## config.mk

```make
export PLATFORM = sky130hd
export DESIGN_NAME = calc_result_uart_tx
export DESIGN_NICKNAME = d
export VERILOG_FILES = /design/src/rtl/calc_result_uart_tx.sv
export SDC_FILE = /design/constraint.sdc
export NUM_CORES = 1
export LEC_CHECK = 0
export ABC_AREA = 1
export CAP_MARGIN = 20
export CORE_UTILIZATION = 50
export CTS_CLUSTER_DIAMETER = 30
export DETAILED_ROUTE_END_ITERATION = 12
export PLACE_DENSITY_LB_ADDON = 0.25
export SYNTH_ARGS = -nofsm -noshare
export SYNTH_HDL_FRONTEND = slang
export SYNTH_SLANG_ARGS = --single-unit
```

## constraint.sdc

```tcl
create_clock -name clk -period 1.9 [get_ports clk]
set_input_delay 0.285 -clock clk [delete_from_list [all_inputs] [get_ports clk]]
set_output_delay 0.285 -clock clk [all_outputs]
set_load 0.03 [all_outputs]
```

## src/rtl/calc_result_uart_tx.sv

```systemverilog
// Binary result -> decimal ASCII over 8N1 UART, terminated by CR LF.
// Optional macro CALC_TX_SIGNED_EN: treat result_i as two's complement and prefix '-'.
module calc_result_uart_tx #(
    parameter int WIDTH        = 8,
    parameter int CLKS_PER_BIT = 104
) (
    input  logic             clk,
    input  logic             rst,
    input  logic [WIDTH-1:0] result_i,
    input  logic             valid_i,
    output logic             ready_o,
    output logic             busy_o,
    output logic             done_o,
    output logic             tx_o
);

`ifdef CALC_TX_SIGNED_EN
    localparam int CW = WIDTH + 1;
`else
    localparam int CW = WIDTH;
`endif
    localparam int DIGITS = (CW <= 8) ? 3 : (CW <= 13) ? 4 : 5;
    localparam int BW     = 4 * DIGITS;
    localparam int CONV_W = $clog2(CW + 1);
    localparam int CNT_W  = $clog2(CLKS_PER_BIT);

    localparam logic [CONV_W-1:0] CONV_LAST = CONV_W'(CW - 1);
    localparam logic [CNT_W-1:0]  CNT_LAST  = CNT_W'(CLKS_PER_BIT - 1);
    localparam logic [2:0]        POS_CR    = 3'(DIGITS + 1);
    localparam logic [2:0]        POS_LF    = 3'(DIGITS + 2);

    typedef enum logic [2:0] {
        S_IDLE,
        S_CONVERT,
        S_LOAD,
        S_SEND,
        S_FINISH
    } state_t;

    state_t            state_q, state_d;
    logic [CW-1:0]     sh_q, sh_d;
    logic [BW-1:0]     bcd_q, bcd_d;
    logic              neg_q, neg_d;
    logic [CONV_W-1:0] conv_q, conv_d;
    logic [CNT_W-1:0]  cnt_q, cnt_d;
    logic [3:0]        bit_q, bit_d;
    logic [2:0]        pos_q, pos_d;
    logic [7:0]        byte_q, byte_d;
    logic              tx_q, tx_d;

    logic [CW-1:0]     mag;
    logic              neg_in;
    logic [BW-1:0]     bcd_adj;
    logic [2:0]        first_pos;
    logic [2:0]        start_pos;
    logic [2:0]        next_pos;

`ifdef CALC_TX_SIGNED_EN
    logic [CW-1:0] ext;
    always_comb begin
        ext    = {result_i[WIDTH-1], result_i};
        neg_in = result_i[WIDTH-1];
        mag    = neg_in ? -ext : ext;
    end
`else
    assign neg_in = 1'b0;
    assign mag    = result_i;
`endif

    // Byte positions: 0 = '-', 1..DIGITS = digits MS first, then CR, LF.
    function automatic logic [7:0] byte_at(input logic [2:0] p, input logic [BW-1:0] b);
        logic [7:0] r;
        r = 8'h0A;
        if (p == 3'd0) begin
            r = 8'h2D;
        end else if (p == POS_CR) begin
            r = 8'h0D;
        end else if (p == POS_LF) begin
            r = 8'h0A;
        end else begin
            for (int k = 0; k < DIGITS; k++) begin
                if (p == 3'(DIGITS - k)) r = {4'h3, b[4*k +: 4]};
            end
        end
        return r;
    endfunction

    always_comb begin
        bcd_adj   = bcd_q;
        first_pos = 3'(DIGITS);
        for (int k = 0; k < DIGITS; k++) begin
            if (bcd_q[4*k +: 4] >= 4'd5) bcd_adj[4*k +: 4] = bcd_q[4*k +: 4] + 4'd3;
            // Highest nonzero digit wins; all-zero falls back to the units digit.
            if (bcd_q[4*k +: 4] != 4'd0) first_pos = 3'(DIGITS - k);
        end
        start_pos = neg_q ? 3'd0 : first_pos;
        next_pos  = (pos_q == 3'd0) ? first_pos : pos_q + 3'd1;
    end

    always_comb begin
        state_d = state_q;
        sh_d    = sh_q;
        bcd_d   = bcd_q;
        neg_d   = neg_q;
        conv_d  = conv_q;
        cnt_d   = cnt_q;
        bit_d   = bit_q;
        pos_d   = pos_q;
        byte_d  = byte_q;
        tx_d    = tx_q;
        ready_o = 1'b0;
        busy_o  = 1'b1;
        done_o  = 1'b0;
        case (state_q)
            S_IDLE, S_FINISH: begin
                ready_o = 1'b1;
                busy_o  = 1'b0;
                done_o  = (state_q == S_FINISH);
                state_d = S_IDLE;
                if (valid_i) begin
                    state_d = S_CONVERT;
                    sh_d    = mag;
                    neg_d   = neg_in;
                    bcd_d   = '0;
                    conv_d  = '0;
                end
            end
            S_CONVERT: begin
                bcd_d  = {bcd_adj[BW-2:0], sh_q[CW-1]};
                sh_d   = {sh_q[CW-2:0], 1'b0};
                conv_d = conv_q + 1'b1;
                if (conv_q == CONV_LAST) state_d = S_LOAD;
            end
            S_LOAD: begin
                pos_d   = start_pos;
                byte_d  = byte_at(start_pos, bcd_q);
                bit_d   = 4'd0;
                cnt_d   = '0;
                tx_d    = 1'b0;
                state_d = S_SEND;
            end
            S_SEND: begin
                if (cnt_q != CNT_LAST) begin
                    cnt_d = cnt_q + 1'b1;
                end else begin
                    cnt_d = '0;
                    if (bit_q != 4'd9) begin
                        bit_d = bit_q + 4'd1;
                        tx_d  = (bit_q == 4'd8) ? 1'b1 : byte_q[bit_q[2:0]];
                    end else if (pos_q == POS_LF) begin
                        state_d = S_FINISH;
                        tx_d    = 1'b1;
                    end else begin
                        // Next byte chosen in the final stop cycle: no idle gap on the line.
                        pos_d  = next_pos;
                        byte_d = byte_at(next_pos, bcd_q);
                        bit_d  = 4'd0;
                        tx_d   = 1'b0;
                    end
                end
            end
            default: state_d = S_IDLE;
        endcase
    end

    always_ff @(posedge clk) begin
        if (rst) begin
            state_q <= S_IDLE;
            sh_q    <= '0;
            bcd_q   <= '0;
            neg_q   <= 1'b0;
            conv_q  <= '0;
            cnt_q   <= '0;
            bit_q   <= 4'd0;
            pos_q   <= 3'd0;
            byte_q  <= 8'd0;
            tx_q    <= 1'b1;
        end else begin
            state_q <= state_d;
            sh_q    <= sh_d;
            bcd_q   <= bcd_d;
            neg_q   <= neg_d;
            conv_q  <= conv_d;
            cnt_q   <= cnt_d;
            bit_q   <= bit_d;
            pos_q   <= pos_d;
            byte_q  <= byte_d;
            tx_q    <= tx_d;
        end
    end

    assign tx_o = tx_q;

endmodule

```

==> metrics, run 1 <==
M1 GR Usage=0.275; f_max=570 MHz; Tightest Pin Transition=0.490 ns; Residual DRC=0; Sequential Power Share=0.337; filler cell count=500; CTS hold repair buffers=0; Vias=2591; routed wire length=6010 µm; sequential-to-total area share from yosys stat=0.349; slowest CP cell=dfxtp_4; total clock sinks=48; buffer type at the clock tree root=clkbuf_8; critical path type=flop to flop; DP HPWL=4300 µm; clock buffer depth=2; most used routing layer=met2; dpl cells=470; GP Congestion=~0.96; Required @ worst endpoint=2.14 ns; later-pin clock latency in the skew report=approximately 0.30 ns; Final Max Slew Viols=0; Initial DRC Count=176; met2 global-route usage=0.385; Die Span Y=76.2 µm; # diodes=0; Yosys reg bits=48; initial antenna violation count=0; clock share of power=0.226; Crit. End Element=flop; global-route wire length before repair=10500 µm; unique cell type count in the Yosys netlist=35; max cap viols=0; status=completed; Slowest Stage Delay on Critical Path=approximately 0.36 ns; width of the chip=76.2 µm; mux cell area share after synthesis=0; Fin Hold WS=0.464 ns; met3 usage=0.0407; YS warnings=0; syn_nets=412; relative slew slack=0.673; Synth Cell Area=roughly 0.0028 mm²; initial core utilization=0.528; fin cells=480; sw frac=0.404; Crit path arrival time=approximately 2.0 ns; startpoint types=flop; CTS tree=yes; Worst VDD drop=0.663 mV; Worst Hold Class=flop to flop; Leak Pwr=1.30 nW; largest net degree at the start of global routing=22; final period utilization=0.923; min cycle time layout=1.75 ns; logic gate share of total power=0.437; PwrDens=1190 mW/mm²; Clock transition at path regs=roughly 0.080 ns; Reg2Reg Depth=12; total negative setup slack=0 ns; Critical Path End=byte_q[0]; vias per inst=~5.4; final setup violation count=0; nets@finish=between 400 and 500; Final Hold Fails=0; synthesized instance count=385; critical path depth=12; worst setup path startpoint=pos_q[0]; most common cell after layout, fill and taps aside=nand2_1; share of layout cells above drive strength 1=0.122; Pint=2.26 mW; CP Max Fanout=5; Crit path buffers/inverters=3; Final Util=0.611; cell family with most CP delay=simple AND/OR/NAND/NOR gates; Layout area overhead=15.6%; Inserted Clock Buffers=5; antenna-violating nets left=0; post-layout total power=between 3 and 4 mW; GR Util All Layers=0.220; Core Area=0.00520 mm²; worst-path cell chain=inv_1 -> ha_1 -> nand2_4 -> inv_1 -> nand2_1 -> nand2_2 -> inv_1 -> nor3_2 -> nand2_1 -> nand2_1 -> nor2_1 -> o21ai_1; TritonRoute pass-1 iters=5; Avg WL per Cell=12.5 µm; main combinational cell family by area after synthesis=simple AND/OR/NAND/NOR gates; worst r2r src=pos_q[0]; number of global-route vias before repair=about 2400; syn_area_per_cell=between 7 and 8 µm²; RR Endpoint=byte_q[0]; H-tree depth=2; Reg2Reg Setup Slack=roughly 0.15 ns; Synth Area in XOR/XNOR=0.0127; I/O pins=15; global route total overflow=0; Port Buffers=14; Post-Synth Simple-Gate Area=0.282; die area=0.00580 mm²; Site Rows=26; compound-gate portion of the synthesized area=0.197; Sw Pwr=approximately 1.5 mW; commonest non-fill, non-tap cells in the layout=79 x nand2_1, 46 x inv_1, 46 x dfxtp_1; Adder-Cell Fraction of Synth Area=0.0728; Worst Skew=0.00564 ns
power groups by stage:
stage	clock (mW)	sequential [mW]	combinational (mW)
finish	0.856	1.28	1.66
global route	0.910	1.30	1.85
CTS	0.870	1.27	1.57
detailed placement	0	1.29	1.57
global placement	0	1.29	1.55
floorplan	0	1.29	1.20
through the flow:
stage / instance area (µm²) / setup WS, ns
6_report: 3180 / 0.146
5_1_grt: 3180 / -0.0161
4_1_cts: 3130 / 0.0186
3_5_place_dp: 3010 / 0.0569
3_3_place_gp: 3010 / 0.166
2_1_floorplan: 2750 / 0.121
kinds of logic (layout without fill, tap and decap cells):
| family | Yosys count | in the layout |
|---|---|---|
| compound gates | 96 | 96 |
| xor+xnor | 4 | 4 |
| fa+ha+maj | 16 | 16 |
| buf+inv | 60 | 85 |
| flops | 48 | 48 |
| simple gates | 161 | 161 |
routing by layer:
layer,share of wire,wire length [µm]
met1,0.46,2770
met3,0.062,370
met4,0.0095,57
met2,0.47,2820
met5,0,0
registers in the layout (all words and copies together), names as in the netlist:
| signal | cells |
|---|---|
| bcd_q | 12 |
| sh_q | 8 |
| cnt_q | 7 |
| byte_q | 6 |
| bit_q | 4 |
| conv_q | 4 |
| pos_q | 3 |
| state_q | 3 |
| tx_o | 1 |
worst min-delay path by stage:
stage | from | endpoint | slack (ns) | cells past startpoint
CTS | bcd_q[11] | bcd_q[11] | 0.47 | 2
detailed placement | byte_q[2] | byte_q[2] | 0.44 | 2
global placement | byte_q[2] | byte_q[2] | 0.44 | 2
floorplan | byte_q[2] | byte_q[2] | 0.42 | 2
global route | sh_q[7] | bcd_q[0] | 0.49 | 2
finish | bcd_q[11] | bcd_q[11] | 0.46 | 2
cell usage after synthesis, drive strengths merged:
cell,n,area share
nand2,88,0.13
inv,52,0.072
dfxtp,48,0.35
o21ai,39,0.076
a21oi,37,0.067
nor2,28,0.052
nand3,27,0.049
ha,16,0.073
nor3,12,0.031
a31oi,8,0.018
buf,6,0.012
nand4,4,0.0091
a211oi,3,0.0082
o221ai,3,0.0096
a221oi,2,0.0064
clkbuf,2,0.0027
o22ai,2,0.0045
xnor2,2,0.0064
xor2,2,0.0064
nor3b,1,0.0045
o2111ai,1,0.0032
o211ai,1,0.0027
or2,1,0.0023
area by class of cell:
class,count,area (µm²),share of cell area
multi-input cells,277,1570,0.494
flip-flops and latches,48,966,0.304
repair buffers,26,230,0.0724
inverters,52,198,0.0622
well taps,70,87.6,0.0275
clock buffers,5,68.8,0.0216
clock inverters,2,60.1,0.0189
worst min-delay path, stage by stage, from the launching register on:
cell	delay, ns
dfxtp_1	0.32
nand2_1	0.06
a21oi_1	0.05
timing repair:
item / 4_1_cts / 5_1_grt
setup endpoints to repair: 2 / 5
pin swaps: 0 / 3
gates cloned: 0 / 0
gates resized for setup: 2 / 11
buffers inserted: 0 / 3
Power figures use the tool's default switching activity.
==> inputs of run 2 (changes only) <==
--- a/config.mk
+++ b/config.mk
@@ -8,7 +8,6 @@
 export ABC_AREA = 1
 export CAP_MARGIN = 20
 export CORE_UTILIZATION = 50
-export CTS_CLUSTER_DIAMETER = 30
 export DETAILED_ROUTE_END_ITERATION = 12
 export PLACE_DENSITY_LB_ADDON = 0.25
 export SYNTH_ARGS = -nofsm -noshare
==> results of run 2 <==
The final DEF is identical to that of run 1; final timing and power are the same.
==> inputs of run 3 (changes only) <==
--- a/config.mk
+++ b/config.mk
@@ -9,6 +9,8 @@
 export CAP_MARGIN = 20
 export CORE_UTILIZATION = 50
 export DETAILED_ROUTE_END_ITERATION = 12
+export HOLD_SLACK_MARGIN = 0.12
+export MAX_ROUTING_LAYER = met4
 export PLACE_DENSITY_LB_ADDON = 0.25
 export SYNTH_ARGS = -nofsm -noshare
 export SYNTH_HDL_FRONTEND = slang
==> metrics, run 3 (same netlist as run 1, synthesis figures left out) <==
Seq. cell area=around 960 µm²; Inserted Clock Buffers=5; RR Endpoint=byte_q[2]; Vias=roughly 2600; Required @ worst endpoint=2.10 ns; hold depth=2; total clock sinks=48; global route total overflow=0; Avg WL per Cell=12.3 µm; Clock transition at path regs=0.08 ns; largest registers=bcd_q (12), sh_q (8), cnt_q (7); TritonRoute pass-1 iters=4; worst r2r src=pos_q[0]; min cycle time layout=1.75 ns; filler cell count=488; cell family with most CP delay=simple AND/OR/NAND/NOR gates; CP Max Fanout=5; Final Util=0.613; Reg2Reg Setup Slack=0.15 ns; most common cell after layout, fill and taps aside=nand2_1; final setup violation count=0; PwrDens=1170 mW/mm²; Core Area=0.00520 mm²; largest net degree at the start of global routing=22; Worst VDD drop=between 0.6 and 0.7 mV; Worst Skew=0.00767 ns; global-route wire length before repair=10500 µm; routed wire length=about 6000 µm; Final Max Slew Viols=0; critical path type=flop to flop; startpoint types=flop; post-layout total power=3.73 mW; Final Hold Fails=0; Worst Hold Class=flop to flop; f_max=~570 MHz; clock buffer depth=2; final period utilization=0.921; Crit path arrival time=just under 2 ns; dpl cells=470; most flop-heavy register=bcd_q; Tightest Pin Transition=0.502 ns; # diodes=0; CTS hold repair buffers=0; Initial DRC Count=147; Leak Pwr=~1.3 nW; share of layout cells above drive strength 1=0.133; Slowest Stage Delay on Critical Path=0.38 ns; later-pin clock latency in the skew report=0.30 ns; max reg flops=12; Crit. End Element=flop; initial antenna violation count=0; RSZ-0062 raised after global routing=true; nets@finish=438; status=completed; H-tree depth=2; commonest non-fill, non-tap cells in the layout=79 x nand2_1, 45 x inv_1, 45 x dfxtp_1; end of the worst hold path=byte_q[2]; I/O pins=15; Reg2Reg Depth=12; vias per inst=5.33; antenna-violating nets left=0; hold_sp=byte_q[2]; Layout area overhead=16.1%; Site Rows=26; GR Util All Layers=0.227; Post-DP Area=0.00301 mm²; relative slew slack=0.665; CTS tree=yes; Port Buffers=14; Crit path buffers/inverters=3; initial core utilization=0.528; max cap viols=0; number of global-route vias before repair=~2400; buffer type at the clock tree root=clkbuf_8; width of the chip=between 70 and 80 µm; DP HPWL=4330 µm; Residual DRC=0; Die Span Y=~76 µm; slowest CP cell=dfxtp_2; worst-path cell chain=inv_1 -> ha_1 -> nand2_4 -> inv_1 -> nor3_4 -> nor2_4 -> inv_1 -> a21oi_1 -> o21ai_0 -> nand3_1 -> nand2_1 -> nand2_1; Top cell by count, worst path=inv_1; die area=0.00580 mm²; total negative setup slack=0 ns; final instance area=0.00319 mm²; multi-input logic area=between 0.0015 and 0.002 mm²; fin cells=between 400 and 500; GP Congestion=0.982
run 3: through the flow:
stage          worst slack (ns)  hold slack (ns)
6_report                  0.149            0.462
5_1_grt                 -0.0136            0.479
4_1_cts                 0.00266            0.459
3_5_place_dp             0.0685            0.442
3_3_place_gp              0.161            0.439
2_1_floorplan             0.121            0.421
run 3: layout make-up:
class	instances	share of cell area
Clock buffer	6	0.0259
Multi-Input combinational cell	277	0.495
Sequential cell	48	0.302
Tap cell	70	0.0274
Timing Repair Buffer	27	0.0757
Clock inverter	2	0.0122
Inverter	52	0.0619
run 3: routing by layer:
layer  track usage  share of wire
met1         0.283           0.47
met2         0.375           0.48
met3        0.0395          0.037
met4        0.0692         0.0035
met5             -              0
run 3: power breakdown:
part	switching (mW)	total [mW]	internal (mW)
logic	1.08	1.68	0.594
clock network	0.350	0.781	0.431
registers	0.107	1.27	1.17
total	1.54	3.73	2.19
run 3: worst min-delay path, stage by stage, from the launching register on:
cell	delay [ns]
dfxtp_1	0.32
nand2_1	0.06
nand2_1	0.04
run 3: timing repair:
item / CTS / global route
buffers inserted: 0 / 4
gates resized for setup: 1 / 13
pin swaps: 0 / 2
endpoints found under the setup margin: 1 / 7
run 3: worst max path at each step:
stage	startpoint	slack [ns]	end	depth (start not counted)
global placement	pos_q[0]	0.16	byte_q[2]	12
CTS	state_q[1]	0.003	busy_o	3
global route	pos_q[0]	-0.01	byte_q[2]	12
floorplan	state_q[1]	0.12	done_o	3
finish	pos_q[0]	0.15	byte_q[2]	12
detailed placement	pos_q[0]	0.07	byte_q[2]	12
